**src/rtl/dma_hold_arbiter_pkg.sv**
```systemverilog
// Shared FSM state type, CPU status constant and DACK helper for the DMA hold arbiter.
package dma_hold_arbiter_pkg;

  typedef enum logic [2:0] {
    IDLE,
    WAIT_PASSIVE,
    AEN,
    ACK,
    RELEASE
  } arb_state_t;

  localparam logic [2:0] STATUS_PASSIVE = 3'b111;
  localparam int         NUM_CHANNELS   = 4;

  function automatic logic [NUM_CHANNELS-1:0] dack_vector(input logic [1:0] channel);
    dack_vector = ~(4'b0001 << channel);
  endfunction

endpackage

```
**src/rtl/dma_hold_arbiter_priority_encoder.sv**
```systemverilog
// Combinational 4-way priority select; 'rotate' names the channel that currently has top priority.
module dma_priority_encoder
  import dma_hold_arbiter_pkg::*;
(
  input  logic [NUM_CHANNELS-1:0] request,
  input  logic [1:0]              rotate,
  output logic                    valid,
  output logic [1:0]              channel
);

  // Scan from lowest to highest priority so the highest-priority hit is written last.
  always_comb begin
    valid   = |request;
    channel = rotate;
    for (int i = NUM_CHANNELS - 1; i >= 0; i--) begin
      if (request[rotate + 2'(i)]) channel = rotate + 2'(i);
    end
  end

endmodule

```
**src/rtl/dma_hold_arbiter.sv**
```systemverilog
// Bus hold arbiter: takes the bus from the CPU on a passive, unlocked cycle and grants one DMA channel.
// Define ROTATE_PRIORITY_EN for rotating priority; fixed priority 0 > 1 > 2 > 3 otherwise.
module dma_hold_arbiter
  import dma_hold_arbiter_pkg::*;
#(
  parameter int SETTLE_CYCLES   = 2,
  parameter int RELEASE_CYCLES  = 1,
  parameter int WATCHDOG_CYCLES = 255
) (
  input  logic       clock,
  input  logic       reset_n,
  input  logic       timer_counter_1,
  input  logic [3:0] dma_request,
  input  logic [3:0] channel_mask,
  input  logic [2:0] processor_status,
  input  logic       processor_lock_n,
  input  logic       transfer_done,
  output logic       address_enable_n,
  output logic [3:0] dma_acknowledge_n,
  output logic       dma_wait_n,
  output logic [1:0] grant_channel,
  output logic       watchdog_timeout
);

  localparam logic [4:0] SETTLE_LIMIT   = 5'(SETTLE_CYCLES);
  localparam logic [4:0] RELEASE_LIMIT  = 5'(RELEASE_CYCLES);
  localparam logic [8:0] WATCHDOG_LIMIT = 9'(WATCHDOG_CYCLES);

  arb_state_t state;
  logic       timer_prev;
  logic       refresh;
  logic [3:0] eff_request;
  logic       any_request;
  logic [1:0] pick;
  logic [1:0] rotate_ptr;
  logic       passive_cycle;
  logic [3:0] settle_cnt;
  logic [3:0] release_cnt;
  logic [7:0] watchdog_cnt;

  assign eff_request = {dma_request[3:1] & ~channel_mask[3:1],
                        (dma_request[0] | refresh) & ~channel_mask[0]};
  assign passive_cycle = (processor_status == STATUS_PASSIVE) && processor_lock_n;

  dma_priority_encoder u_priority_encoder (
    .request (eff_request),
    .rotate  (rotate_ptr),
    .valid   (any_request),
    .channel (pick)
  );

`ifdef ROTATE_PRIORITY_EN
  // The channel just granted drops to lowest priority; the next one up becomes highest.
  always_ff @(posedge clock or negedge reset_n) begin
    if (!reset_n) rotate_ptr <= 2'd0;
    else if (state == AEN) rotate_ptr <= grant_channel + 2'd1;
  end
`else
  assign rotate_ptr = 2'd0;
`endif

  // Refresh request: a new timer edge beats the clear issued on channel-0 ACK entry.
  always_ff @(posedge clock or negedge reset_n) begin
    if (!reset_n) begin
      timer_prev <= 1'b1;
      refresh    <= 1'b0;
    end else begin
      timer_prev <= timer_counter_1;
      if (timer_counter_1 && !timer_prev) refresh <= 1'b1;
      else if (state == AEN && grant_channel == 2'd0) refresh <= 1'b0;
    end
  end

  always_ff @(posedge clock or negedge reset_n) begin
    if (!reset_n) begin
      state             <= IDLE;
      grant_channel     <= 2'd0;
      settle_cnt        <= 4'd0;
      release_cnt       <= 4'd0;
      watchdog_cnt      <= 8'd0;
      address_enable_n  <= 1'b1;
      dma_acknowledge_n <= 4'hF;
      dma_wait_n        <= 1'b1;
      watchdog_timeout  <= 1'b0;
    end else begin
      watchdog_timeout <= 1'b0;
      case (state)
        IDLE: begin
          if (any_request) begin
            grant_channel <= pick;
            settle_cnt    <= 4'd0;
            state         <= WAIT_PASSIVE;
          end
        end
        WAIT_PASSIVE: begin
          if (!eff_request[grant_channel]) begin
            state <= IDLE;
          end else if (passive_cycle) begin
            if ({1'b0, settle_cnt} + 5'd1 >= SETTLE_LIMIT) begin
              state            <= AEN;
              address_enable_n <= 1'b0;
              dma_wait_n       <= 1'b0;
            end else if (settle_cnt != 4'hF) begin
              settle_cnt <= settle_cnt + 4'd1;
            end
          end else begin
            settle_cnt <= 4'd0;
          end
        end
        AEN: begin
          state             <= ACK;
          dma_acknowledge_n <= dack_vector(grant_channel);
          watchdog_cnt      <= 8'd0;
        end
        // The watchdog counter holds the number of completed ACK cycles.
        ACK: begin
          if (transfer_done) begin
            state             <= RELEASE;
            dma_acknowledge_n <= 4'hF;
            release_cnt       <= 4'd0;
          end else if ({1'b0, watchdog_cnt} + 9'd1 == WATCHDOG_LIMIT) begin
            state             <= RELEASE;
            dma_acknowledge_n <= 4'hF;
            release_cnt       <= 4'd0;
            watchdog_timeout  <= 1'b1;
          end else if (watchdog_cnt != 8'hFF) begin
            watchdog_cnt <= watchdog_cnt + 8'd1;
          end
        end
        RELEASE: begin
          if ({1'b0, release_cnt} + 5'd1 >= RELEASE_LIMIT) begin
            state            <= IDLE;
            address_enable_n <= 1'b1;
            dma_wait_n       <= 1'b1;
          end else if (release_cnt != 4'hF) begin
            release_cnt <= release_cnt + 4'd1;
          end
        end
        default: state <= IDLE;
      endcase
    end
  end

endmodule
```
**config.mk**
```make
export PLATFORM = sky130hd
export DESIGN_NAME = dma_hold_arbiter
export DESIGN_NICKNAME = d
export VERILOG_FILES = /design/src/rtl/dma_hold_arbiter_pkg.sv /design/src/rtl/dma_hold_arbiter_priority_encoder.sv /design/src/rtl/dma_hold_arbiter.sv
export SDC_FILE = /design/constraint.sdc
export NUM_CORES = 1
export LEC_CHECK = 0
export BUFFER_PORTS_ARGS = -buffer_cell sky130_fd_sc_hd__buf_2
export CORE_ASPECT_RATIO = 1.4
export CORE_MARGIN = 5
export CORE_UTILIZATION = 45
export DETAILED_ROUTE_END_ITERATION = 8
export PLACE_DENSITY = 0.68
export SYNTH_ARGS = -nofsm -noshare
export SYNTH_HDL_FRONTEND = slang
export SYNTH_HIERARCHICAL = 1
export SYNTH_SLANG_ARGS = --single-unit
export TNS_END_PERCENT = 50
```
**constraint.sdc**
```tcl
create_clock -name clock -period 1.65 [get_ports clock]
set_input_delay 0.165 -clock clock [delete_from_list [all_inputs] [get_ports clock]]
set_output_delay 0.165 -clock clock [all_outputs]
set_load 0.01 [all_outputs]
```
### After elaboration in Yosys (flattened, before gate mapping)

Index checks and enable logic that the tools add are counted.

| operators by class | value |
|---|---|
| add/sub/neg operators | 6 |
| magnitude comparators | 3 |
| equality and inequality tests | 24 |
| shift-type cells | 1 |
| mux-type cells | 42 |
| bitwise logic cells | 6 |
| reduce and logical (&&, ||, !) cells | 19 |

Operators by type and width:

| cell | count |
|---|---|
| $mux 4 | 11 |
| $mux 8 | 3 |
| $pmux 4 s2 | 3 |
| $mux 3 | 7 |
| $ne 2x2->1 const B | 10 |
| $pmux 8 s2 | 1 |
| $ne 3x3->1 const B | 5 |
| $pmux 3 s5 | 1 |
| $reduce_and 5->1 | 3 |
| $add 4x1->5 const B | 2 |
| $mux 1 | 10 |
| $reduce_bool 2->1 | 5 |
| $add 8x1->9 const B | 1 |
| $eq 9x8->1 const B | 1 |
| $add 4x1->4 const B | 2 |
| $add 8x1->8 const B | 1 |
| $mux 2 | 4 |
| $ne 4x4->1 const B | 2 |
| $ne 8x8->1 const B | 1 |
| $reduce_and 4->1 | 2 |
| $eq 3x2->1 const B | 2 |
| $eq 3x3->1 const B | 2 |
| $ge 5x1->1 const B | 1 |
| $ge 5x2->1 const B | 1 |
| other kinds (17) | 20 |

| word-level totals | value |
|---|---|
| register bits after elaboration | 29 |
| output and inout bits | 9 |
| logic and storage cells | 111 |

### Logic depth before layout (Yosys ltp)

Gate-level depths: netlist (run 1).

| depth | value |
|---|---|
| depth in word-level cells | 6 |
| gate-level depth with buffers | 8 |

### By module

The synthesis (run 1) kept the hierarchy.

By module, submodules not included:

| module | times used | cells an instance | area each (sq um) |
|---|---|---|---|
| dma_hold_arbiter | 1 | 162 | 1587.8 |
| dma_priority_encoder | 1 | 16 | 100.1 |

### Worst setup path after synthesis (run 1)

OpenSTA, ideal clock, no wires.

| timing path | value |
|---|---|
| path type | register to register |
| start | reg grant_channel[0] |
| end | reg settle_cnt[0] |
| setup time | 0.125 ns |
| arrival time | 1.576 ns |
| setup slack | -0.052 ns |
| stages on the path, launching flop included | 4 |
| buffers on the path | 0 |
| period minus slack after synthesis | 1.702 ns |
| cell sequence | dfrtp_1 > mux4_2 > a211o_1 > mux2_4 |

| on the way | value |
|---|---|
| cells in the longest elaborated chain, start to end | 4 |

Ends and longest elaborated chain:

| item | RTL line | RTL |
|---|---|---|
| start, declared | dma_hold_arbiter.sv:21 | `output logic [1:0] grant_channel,` |
| start signal, assigned | dma_hold_arbiter.sv:90 | `grant_channel <= pick;` |
| $bmux 1 s2 | dma_hold_arbiter.sv:96 | `if (!eff_request[grant_channel]) begin` |
| $mux 1 (not written as such) | dma_hold_arbiter.sv:96 |  |
| $ne 2x2->1 (no line) | n/a |  |
| $reduce_and 5->1 (no line) | n/a |  |
| end signal, assigned | dma_hold_arbiter.sv:104 | `settle_cnt <= settle_cnt + 4'd1;` |
| end, declared | dma_hold_arbiter.sv:37 | `logic [3:0] settle_cnt;` |

Every way passes these cells. The select of a mux whose other input is x is not followed.
A chain may end at the register's enable or synchronous reset.

### Final worst setup path (run 1)

| timing path | value |
|---|---|
| start | reg watchdog_cnt[1] |
| end | reg watchdog_cnt[2] |

| on the way | value |
|---|---|
| cells in the longest elaborated chain, start to end | 5 |
| elaborated cells between the ends (all ways) | 11 |
| classes of those cells | add/sub: 2; eq/ne: 4; mux: 4; reduce/logical: 1 |

Ends and longest elaborated chain:

| item | RTL line | RTL |
|---|---|---|
| start, declared | dma_hold_arbiter.sv:39 | `logic [7:0] watchdog_cnt;` |
| start signal, assigned | dma_hold_arbiter.sv:127 | `watchdog_cnt <= watchdog_cnt + 8'd1;` |
| parallel branches: the longest is 5 deep, another holds $add 8x1->9 | n/a |  |

Several ways; the timed one is not identified. The select of a mux whose other input is x is not followed.

==> results of run 1 <==
==> logic make-up (layout without fill, tap and decap cells) <==
group / Yosys count / after routing / share of synthesized area
buf+inv: 16 / 90 / 0.03855
simple gates: 72 / 72 / 0.2335
xor+xnor: 2 / 2 / 0.01038
fa+ha+maj: 6 / 6 / 0.04448
compound gates: 47 / 47 / 0.1950
mux: 5 / 5 / 0.04151
flops: 29 / 29 / 0.4344
other cells: 1 / 8 / 0.002222
==> tightest hold or removal path, stage by stage <==
cell,delay [ns]
buf_2,0.09
nand2_1,0.07
nand3_2,0.09
o311ai_1,0.10
o31ai_1,0.06
==> report_power, final <==
part	internal, W	switching, W	total, W
registers	0.000870	0.000142	0.00101
logic	0.000550	0.000483	0.00103
clock network	0.000492	0.000272	0.000763
==> path summary, 6_finish.rpt <==
path                                              from                          endpoint  slack (ns)  cells after the start
setup / recovery           watchdog_cnt[1]$_DFFE_PN0P_       watchdog_cnt[2]$_DFFE_PN0P_       -0.04                      6
hold / removal                           transfer_done       watchdog_cnt[2]$_DFFE_PN0P_        0.35                      5
setup reg to reg           watchdog_cnt[1]$_DFFE_PN0P_       watchdog_cnt[2]$_DFFE_PN0P_       -0.04                      6
hold reg to reg            watchdog_cnt[7]$_DFFE_PN0P_       watchdog_cnt[7]$_DFFE_PN0P_        0.48                      1
max in group asynchronous                      reset_n  dma_acknowledge_n[3]$_DFFE_PN1P_        0.72                      3
min in group asynchronous                      reset_n         settle_cnt[2]$_DFFE_PN0P_        0.37                      2
==> flip-flops by register name, indices dropped and copies added (netlist names) <==
signal             flops
dma_acknowledge_n      4
dma_wait_n             1
grant_channel          2
refresh                1
release_cnt            4
settle_cnt             4
state                  3
timer_prev             1
watchdog_cnt           8
watchdog_timeout       1
==> routing by layer <==
layer	global-route usage	part of all wire	vias up
li1	-	-	794
met1	0.2136	0.38	808
met2	0.3532	0.54	46
met3	0.04510	0.042	18
met4	0.1019	0.038	0
met5	0	0	-
==> what timing repair did <==
action                                  CTS  global route
endpoints found under the setup margin   17            23
endpoints found under the hold margin    14             0
buffers inserted                          5             4
resized for setup                        15            34
pin swaps                                 8            22
hold buffers                              2             0
==> final cells by class <==
cell class	count	area, um^2	area share
Sequential cell	29	735.7	0.2881
Tap cell	42	52.55	0.02058
Clock buffer	7	86.33	0.03381
Timing Repair Buffer	69	466.7	0.1828
Multi-Input combinational cell	140	1134	0.4439
Inverter	13	48.80	0.01911
Clock inverter	1	30.03	0.01176
==> layout by cell type, fill, tap and decap left out, types with 2 or more instances in the layout <==
cell / netlist / layout
mux2_2: 2 / 2
and3_1: 7 / 6
and3b_1: 2 / 2
dlygate4sd3_1: 0 / 2
nand3_1: 10 / 6
dfstp_2: 6 / 6
buf_2: 1 / 24
nor2_2: 0 / 2
a31oi_1: 5 / 4
o21a_1: 3 / 2
a21o_1: 2 / 2
o22a_1: 2 / 2
nor2_1: 13 / 11
o21ai_2: 0 / 5
o21ai_1: 3 / 3
inv_2: 0 / 2
and2_1: 6 / 6
nand2_2: 0 / 2
a21oi_2: 1 / 2
and2b_2: 2 / 3
o31ai_1: 4 / 3
nand2_1: 14 / 12
buf_4: 1 / 42
ha_4: 0 / 2
o21ai_0: 8 / 3
nand2b_1: 4 / 4
a21oi_1: 6 / 4
conb_1: 1 / 8
dfrtp_1: 23 / 21
inv_1: 13 / 11
ha_1: 6 / 2
clkbuf_8: 0 / 6
nand3_4: 0 / 3
ha_2: 0 / 2
dfrtp_2: 0 / 2
==> stage by stage <==
stage | power (W) | utilization
3_3_place_gp | 0.001825 | 0.5893
5_1_grt | 0.002958 | 0.7009
4_1_cts | 0.002648 | 0.6518
6_report | 0.002808 | 0.7009
3_5_place_dp | 0.001852 | 0.5893
2_1_floorplan | 0.001417 | -
==> metrics.txt, run 1 <==
status finished, violations left; violated checks negative setup slack; crit start category flip-flop; # DRC 0; Slew Limit Fails 0; Total GRT Usage 0.1992; CP delay by family, top compound AO/OA/AOI/OAI gates; Static Leak 1.207 nW; Netlist cell types 55; DP Worst Slack -0.1611 ns; I/O Buffers 24; Clock transition at path regs 0.06 ns; skew final 0.007525 ns; Yosys reg bits 29; Setup CP Type reg -> reg; worst min path class in -> reg; Final Cell Area roughly 2600 um^2; Max stage delay on crit path around 0.4 ns; row count 26; max-cap viol count 0; post-route insts no fill around 300; clock root cell clkbuf_8; register area share after synthesis 0.4344; dominant cells by area after synthesis dfrtp_1 (34%), dfstp_2 (9.3%), ha_1 (4.4%); area grow syn2layout 51.30%; Die W around 60 um; most frequent cell after synthesis dfrtp_1; DRT iter0 DRCs 92; Final nets 280; IO Count 25; Crit path arrival time about 1.9 ns; CTS Buf Count 5; first-pass GRT wire length 7.527 mm; final hold violations 0; Filler Cell Count 292; Routed Antenna Nets 0; final setup margin -0.04395 ns; pwr dens ~1100 nW/um^2; Top FF cell, synth dfrtp_1; WHS 0.3459 ns; Final min period 1.694 ns; worst skew pair latency 0.28 ns; area share of the largest cell type after synthesis 0.3410; CTS tree yes; Overflow after GRT 0; Synth area leader dfrtp_1; clock sinks 29; Synth top cells by count dfrtp_1 (23), nand2_1 (14), inv_1 (13), nor2_1 (13), nand3_1 (10); hpwl dp 3.276 mm; TritonRoute pass-1 iters 4; peak supply drop 0.8919 mV; syn avg cell area 9.482 um^2; DR vias 1666; WL/cell 15.90 um; vias in the first global route between 1500 and 2000; dpl cells 284; layout cells sized above 1 0.4903; die area 5093 um^2; Mapped Area 1688 um^2; htree depth 2; YS warnings 6; die height 82.47 um; RSZ-0062 raised after global routing yes; worst endpoint required time 1.84 ns; TNS Setup -0.1618 ns; synthesized instance count 178; Starting Density 0.4633; core area 3643 um^2; vias per inst approximately 5.5; Detailed Route WL 4.786 mm; Post-Place Cell Area 2147 um^2; Crit Path Max Fanout 6; Max Root-Sink Buffers 2; Critical Path, Cell by Cell ha_4 -> nand3_4 -> o21a_4 -> o211ai_4 -> nand2_2 -> o31ai_1; Post-synth ARST share 1.000; Buf+Inv Stages, Crit Path 0; maximum clock rate just under 0.6 GHz; EDFF count, synth 0; final setup fails 5; largest net degree at the start of global routing 18; initial antenna violation count 0; Final Cycle Share 1.027; Crit-path slowest cell dfrtp_1; Ant. Diodes 0; routability cong. about 0.91; crit end category flip-flop
(Power assumes the default switching activity.)
==> run 2: changes to the inputs <==
SLEW_MARGIN = 20   (was not set)
SYNTH_HIERARCHICAL = not set   (was 1)
==> run 2 against run 1 <==
The run still ends with negative setup slack left. Clock-buffer cell count down 2. Sequential share of layout area up 5.6 points. Die area up 0.32%.
==> metrics.txt, run 2 <==
status finished, violations left; violated checks negative setup slack; row count 26 (unchanged); die area 5109 um^2 (+0.32%); final setup margin -0.1102 ns (-0.06628 ns); worst min path class in -> reg; most frequent cell after synthesis dfrtp_1; die height 82.60 um (+0.16%); core area 3643 um^2 (unchanged); Yosys reg bits 29 (unchanged); IO Count 25 (unchanged); initial antenna violation count 0 (unchanged); Crit Path Max Fanout 5 (-1); Post-Place Cell Area 1912 um^2 (-11%); Max Root-Sink Buffers 2 (unchanged); dominant cells by area after synthesis dfrtp_1 (34%), dfstp_2 (9.3%), ha_1 (4.4%); Top FF cell, synth dfrtp_1; # DRC 0 (unchanged); Slew Limit Fails 0 (unchanged); EDFF count, synth 0 (unchanged); Mapped Area 1694 um^2 (+0.37%); met1 wire length 1.507 mm (-17%); crit start category flip-flop; Buf+Inv Stages, Crit Path 1 (+1); Final nets 248 (-11%); skew final 0.003799 ns (-0.003726 ns); Detailed Route WL 3.853 mm (-19%); relative slew slack 0.5760; clock sinks 29 (unchanged); Crit-path slowest cell or4_4; Final Cell Area 2143 um^2 (-16%); worst endpoint required time 1.82 ns (-0.02 ns); synthesized instance count 181 (+1.7%); Starting Density 0.4650 (+0.001717); TNS Setup -0.6676 ns (-0.5058 ns); first-pass GRT wire length 6.258 mm (-17%); max reg flops 8 (unchanged); register area share after synthesis 0.4328 (-0.001604); post-route insts no fill 269 (-11%); Clock transition at path regs 0.06 ns (about the same); top sig layer met4; Routed Antenna Nets 0 (unchanged); pwr dens 1115 nW/um^2 (+1.4%); hpwl dp 2.758 mm (-16%); peak supply drop 0.8300 mV (-6.9%); Final Cycle Share 1.067 (+0.04017); YS warnings 0 (-6); final core utilization 0.5883 (-0.1126); Net Count, Synth 203; WL met3 258 um (+29%); Crit path arrival time 1.93 ns (+0.05 ns); largest net degree at the start of global routing 30 (+12); Static Leak 1.010 nW (-16%); commonest non-fill, non-tap cell in the layout buf_2; max-cap viol count 0 (unchanged); area share of the largest cell type after synthesis 0.3397 (-0.001259); vias per inst 5.625 (+1.6%); vias in the first global route 1456 (-16%); Die W 61.86 um (+0.15%); Post-synth ARST share 1.000 (unchanged); Synth area leader dfrtp_1; Netlist cell types 51 (-7.3%); htree depth 2 (unchanged); worst skew pair latency 0.28 ns (about the same); routability cong. 0.7479 (-17%); RSZ-0062 raised after global routing yes; Final min period 1.760 ns (+0.06628 ns); I/O Buffers 24 (unchanged); Ant. Diodes 0 (unchanged); maximum clock rate 0.5681 GHz (-3.8%); commonest cells after routing, fill and taps aside buf_2 (24), dfrtp_1 (20), nor2_1 (17); Synth top cells by count dfrtp_1 (23), nor2_1 (17), inv_1 (13), nand2_1 (13), o21ai_1 (13); area grow syn2layout 26.51%; DR vias 1513 (-9.2%); Tightest Pin Transition 0.6360 ns; final setup fails 7 (+2); final hold violations 0 (unchanged); Biggest register watchdog_cnt; CP delay by family, top simple AND/OR/NAND/NOR gates; syn avg cell area 9.360 um^2 (-1.3%); Max stage delay on crit path 0.49 ns (+0.09 ns); WL met2 2.028 mm (-22%); Total GRT Usage 0.1642 (-0.03502); dpl cells 252 (-11%); crit end category flip-flop; Critical Path, Cell by Cell inv_2 -> ha_4 -> or4_4 -> a21oi_4 -> o221ai_4 -> and2_1; layout cells sized above 1 0.3568 (-0.1335); Setup CP Type reg -> reg; WL/cell 14.32 um (-9.9%); CTS Buf Count 5 (unchanged); TritonRoute pass-1 iters 5 (+1); Overflow after GRT 0 (unchanged); CTS tree yes; clock root cell clkbuf_8; DRT iter0 DRCs 68 (-26%); DP Worst Slack -0.1516 ns (+0.009464 ns)
## run 2: changes by cell type in the layout (fill, tap and decap cells not counted), sizes merged, moves of 3 or more
cell    previous run  this run
buf               67        41
o21ai             11        20
conb               8         0
nand3             10         4
and3               7         2
a21boi             0         4
and2b              4         0
nand3b             0         4
nor2              13        17
a21oi              7        10
mux2               3         0
## run 2: area by class of cell
class,count,area (um^2)
Clock inverter,3,17.52
Clock buffer,5,68.82
Sequential cell,29,737.0
Inverter,14,52.55
Tap cell,42,52.55
Timing Repair Buffer,43,271.5
Fill cell,306,1500
Multi-Input combinational cell,133,943.4
## run 2: metal layers
metal / vias to the layer above / global-route usage
met5: - / 0
met4: 0 / 0.05096
met3: 6 / 0.04666
met2: 52 / 0.2987
met1: 724 / 0.1779
li1: 731 / -
## run 2: final timing paths
kind / from / cells after the start / endpoint / slack, ns
max: release_cnt[0]$_DFFE_PN0P_ / 6 / release_cnt[1]$_DFFE_PN0P_ / -0.11
min: channel_mask[1] / 4 / grant_channel[0]$_DFFE_PN0P_ / 0.27
max reg2reg: release_cnt[0]$_DFFE_PN0P_ / 6 / release_cnt[1]$_DFFE_PN0P_ / -0.11
min reg2reg: dma_acknowledge_n[3]$_DFFE_PN1P_ / 2 / dma_acknowledge_n[3]$_DFFE_PN1P_ / 0.46
max in group asynchronous: reset_n / 2 / watchdog_cnt[3]$_DFFE_PN0P_ / 0.75
min in group asynchronous: reset_n / 2 / grant_channel[0]$_DFFE_PN0P_ / 0.44
## run 2: power by group
part	internal [W]	total (W)	switching (W)	leakage, nW
Combinational	0.000351	0.000760	0.000409	0.600
Clock	0.000290	0.000572	0.000282	0.0439
Sequential	0.000876	0.00106	0.000182	0.366
## run 2: timing repair
action / CTS / global route
pin swaps: 4 / 2
buffers inserted: 2 / 5
resized for setup: 4 / 12
endpoints found under the hold margin: 24 / 0
setup endpoints to repair: 7 / 22
hold buffers: 2 / 0
## run 2: per-stage QoR
stage	hold slack, ns	power [W]
floorplan	-0.1306	0.001496
global placement	0.2121	0.001720
detailed placement	0.2291	0.001765
CTS	0.2501	0.002350
global route	0.2873	0.002549
finish	0.2666	0.002389
## run 2: cells by family after synthesis
kind of cell | share of synthesized area
buffers and inverters | 0.04874
AOI/OAI and AO/OA | 0.2319
adders and majority gates | 0.04431
DFF | 0.4328
and+or+nand+nor | 0.2290
muxes | 0.01329
## run 2: worst min-delay path: stages
cell and delay [ns]:
buf_2 0.08, nor2b_1 0.04, o21ai_0 0.15, a21oi_1 0.07
==> run 3: changes to the inputs <==
CELL_PAD_IN_SITES_DETAIL_PLACEMENT = 0   (was not set)
CELL_PAD_IN_SITES_GLOBAL_PLACEMENT = 1   (was not set)
CORE_UTILIZATION = 39   (was 45)
PLACE_DENSITY = not set   (was 0.68)
PLACE_DENSITY_LB_ADDON = 0.1   (was not set)
==> run 3 against run 2 <==
The flow still finishes with violations (negative setup slack). Critical path depth did not move. Clock skew fell by 0.00080 ns. Utilization fell by 5.5 points. Non-clock buffer count increased by 5. Largest power group unchanged. Hold slack lost 0.021 ns. Maximum frequency down 0.71%. Clock power increased by 34%. Die area increased by 13%. Sequential share of layout area shrank 1.6 points. Register-to-register slack about the same.
==> metrics.txt, run 3 (synthesis gave the netlist of run 2 again) <==
status finished, violations left; violated checks negative setup slack; TNS Setup -0.7168 ns (-0.04916 ns); worst skew pair latency 0.28 ns (about the same); Final Cycle Share 1.074 (+0.007588); CTS Buf Count 5 (unchanged); Crit Path Max Fanout 5 (unchanged); Overflow after GRT 0 (unchanged); largest net degree at the start of global routing 30 (unchanged); worst min path class in -> reg; crit end category flip-flop; Hold Crit Endpoint grant_channel[1]$_DFFE_PN0P_; hold path start dma_request[1]; crit start category flip-flop; clock root cell clkbuf_8; peak supply drop 0.8724 mV (+5.1%); layout cells sized above 1 0.3922 (+0.03541); vias in the first global route 1554 (+6.7%); Tightest Pin Transition 0.6560 ns (+0.02005 ns); Routed Antenna Nets 0 (unchanged); relative slew slack 0.5627 (-0.01337); worst endpoint required time 1.82 ns (about the same); max-cap viol count 0 (unchanged); htree depth 2 (unchanged); pwr dens 1207 nW/um^2 (+8.3%); CTS tree yes; die height 87.99 um (+6.5%); Register-to-Register Setup Slack -0.12 ns (about the same); Final nets 253 (+2.0%); hpwl dp 3.040 mm (+10%); commonest cells after routing, fill and taps aside buf_2 (24), dfrtp_1 (22), buf_4 (18); vias per inst 5.448 (-3.1%); post-route insts no fill 277 (+3.0%); Max Root-Sink Buffers 2 (unchanged); WL/cell 14.33 um (about the same); final core utilization 0.5333 (-0.05492); RSZ-0062 raised after global routing yes; Final min period 1.773 ns (+0.01252 ns); commonest non-fill, non-tap cell in the layout buf_2; TritonRoute pass-1 iters 4 (-1); Die W 65.70 um (+6.2%); routability cong. 0.7532 (+0.71%); Crit path arrival time 1.95 ns (+0.02 ns); Total GRT Usage 0.1519 (-0.01223); Static Leak 1.057 nW (+4.6%); area grow syn2layout 32.35%; area occupied by multi-input gates 962.2 um^2 (+2.0%); Starting Density 0.4030 (-0.06200); FF/Latch Area 734.5 um^2 (-0.34%); I/O Buffers 24 (unchanged); Filler Cell Count 405 (+32%); final hold violations 0 (unchanged); final setup fails 10 (+3); clock sinks 29 (unchanged); Setup CP Type reg -> reg; max reg flops 8 (unchanged); first-pass GRT wire length 6.796 mm (+8.6%); RR Endpoint release_cnt[3]$_DFFE_PN0P_; dpl cells 263 (+4.4%); DRT iter0 DRCs 48 (-29%); Detailed Route WL 3.970 mm (+3.0%); Worst Reg-to-Reg Cells 6 (unchanged); die area 5781 um^2 (+13%); skew final 0.002997 ns (-0.0008019 ns); Clock transition at path regs 0.06 ns (about the same); Ant. Diodes 0 (unchanged); maximum clock rate 0.5641 GHz (-0.71%); Hold Path Depth 4 (unchanged); # DRC 0 (unchanged); worst r2r src release_cnt[0]$_DFFE_PN0P_; row count 28 (+7.7%); final setup margin -0.1228 ns (-0.01252 ns); initial antenna violation count 0 (unchanged); Slew Limit Fails 0 (unchanged); IO Count 25 (unchanged); DR vias 1509 (-0.26%); Biggest register watchdog_cnt; core area 4204 um^2 (+15%)
run 3: area by class of cell:
type | instances | share of cell area
Clock inverter | 1 | 0.01339
Multi-Input combinational cell | 133 | 0.4291
Tap cell | 45 | 0.02511
Sequential cell | 29 | 0.3276
Clock buffer | 7 | 0.03850
Timing Repair Buffer | 48 | 0.1429
Inverter | 14 | 0.02344
run 3: routing by layer:
metal	global-route usage	up-vias	share of wire
met5	0	-	0
met1	0.1603	728	0.39
met2	0.2810	28	0.54
met3	0.03979	5	0.044
met4	0.06226	0	0.017
li1	-	748	-
run 3: repair_timing:
action	in CTS	in global routing
hold buffers	2	0
setup endpoints to repair	7	22
endpoints found under the hold margin	24	0
setup buffers	0	4
pin swaps	5	15
resized for setup	0	25
run 3: per-stage QoR:
stage / power (W) / setup slack [ns] / instance area (um^2) / hold WS [ns]
after CTS: 0.002607 / -0.1719 / 2112 / 0.2301
final: 0.002707 / -0.1228 / 2242 / 0.2452
after detailed placement: 0.001828 / -0.1643 / 1976 / 0.2326
after floorplan: 0.001496 / -0.04286 / 1694 / -0.1306
after global placement: 0.001801 / -0.09497 / 1976 / 0.2134
after global routing: 0.002893 / -0.1993 / 2242 / 0.2977
run 3: worst max-delay path by stage:
stage	startpoint	to	cells past startpoint
6_report	release_cnt[0]$_DFFE_PN0P_	release_cnt[3]$_DFFE_PN0P_	6
4_1_cts	release_cnt[0]$_DFFE_PN0P_	release_cnt[3]$_DFFE_PN0P_	6
2_1_floorplan	release_cnt[0]$_DFFE_PN0P_	release_cnt[0]$_DFFE_PN0P_	6
3_3_place_gp	release_cnt[0]$_DFFE_PN0P_	release_cnt[3]$_DFFE_PN0P_	6
5_1_grt	release_cnt[0]$_DFFE_PN0P_	release_cnt[3]$_DFFE_PN0P_	7
3_5_place_dp	release_cnt[0]$_DFFE_PN0P_	release_cnt[3]$_DFFE_PN0P_	6
run 3: power by group:
group / internal, W / leakage, nW / switching, W / total, W
clock: 0.000492 / 0.0585 / 0.000274 / 0.000766
sequential: 0.000870 / 0.369 / 0.000137 / 0.00101
combinational: 0.000459 / 0.630 / 0.000476 / 0.000935
total: 0.00182 / 1.06 / 0.000887 / 0.00271
run 3: worst max-delay path, stage by stage, from the launching register on:
cell	delay [ns]
dfrtp_1	0.39
inv_2	0.09
ha_4	0.20
or4_4	0.48
a21oi_4	0.19
o221ai_4	0.14
and2_4	0.18
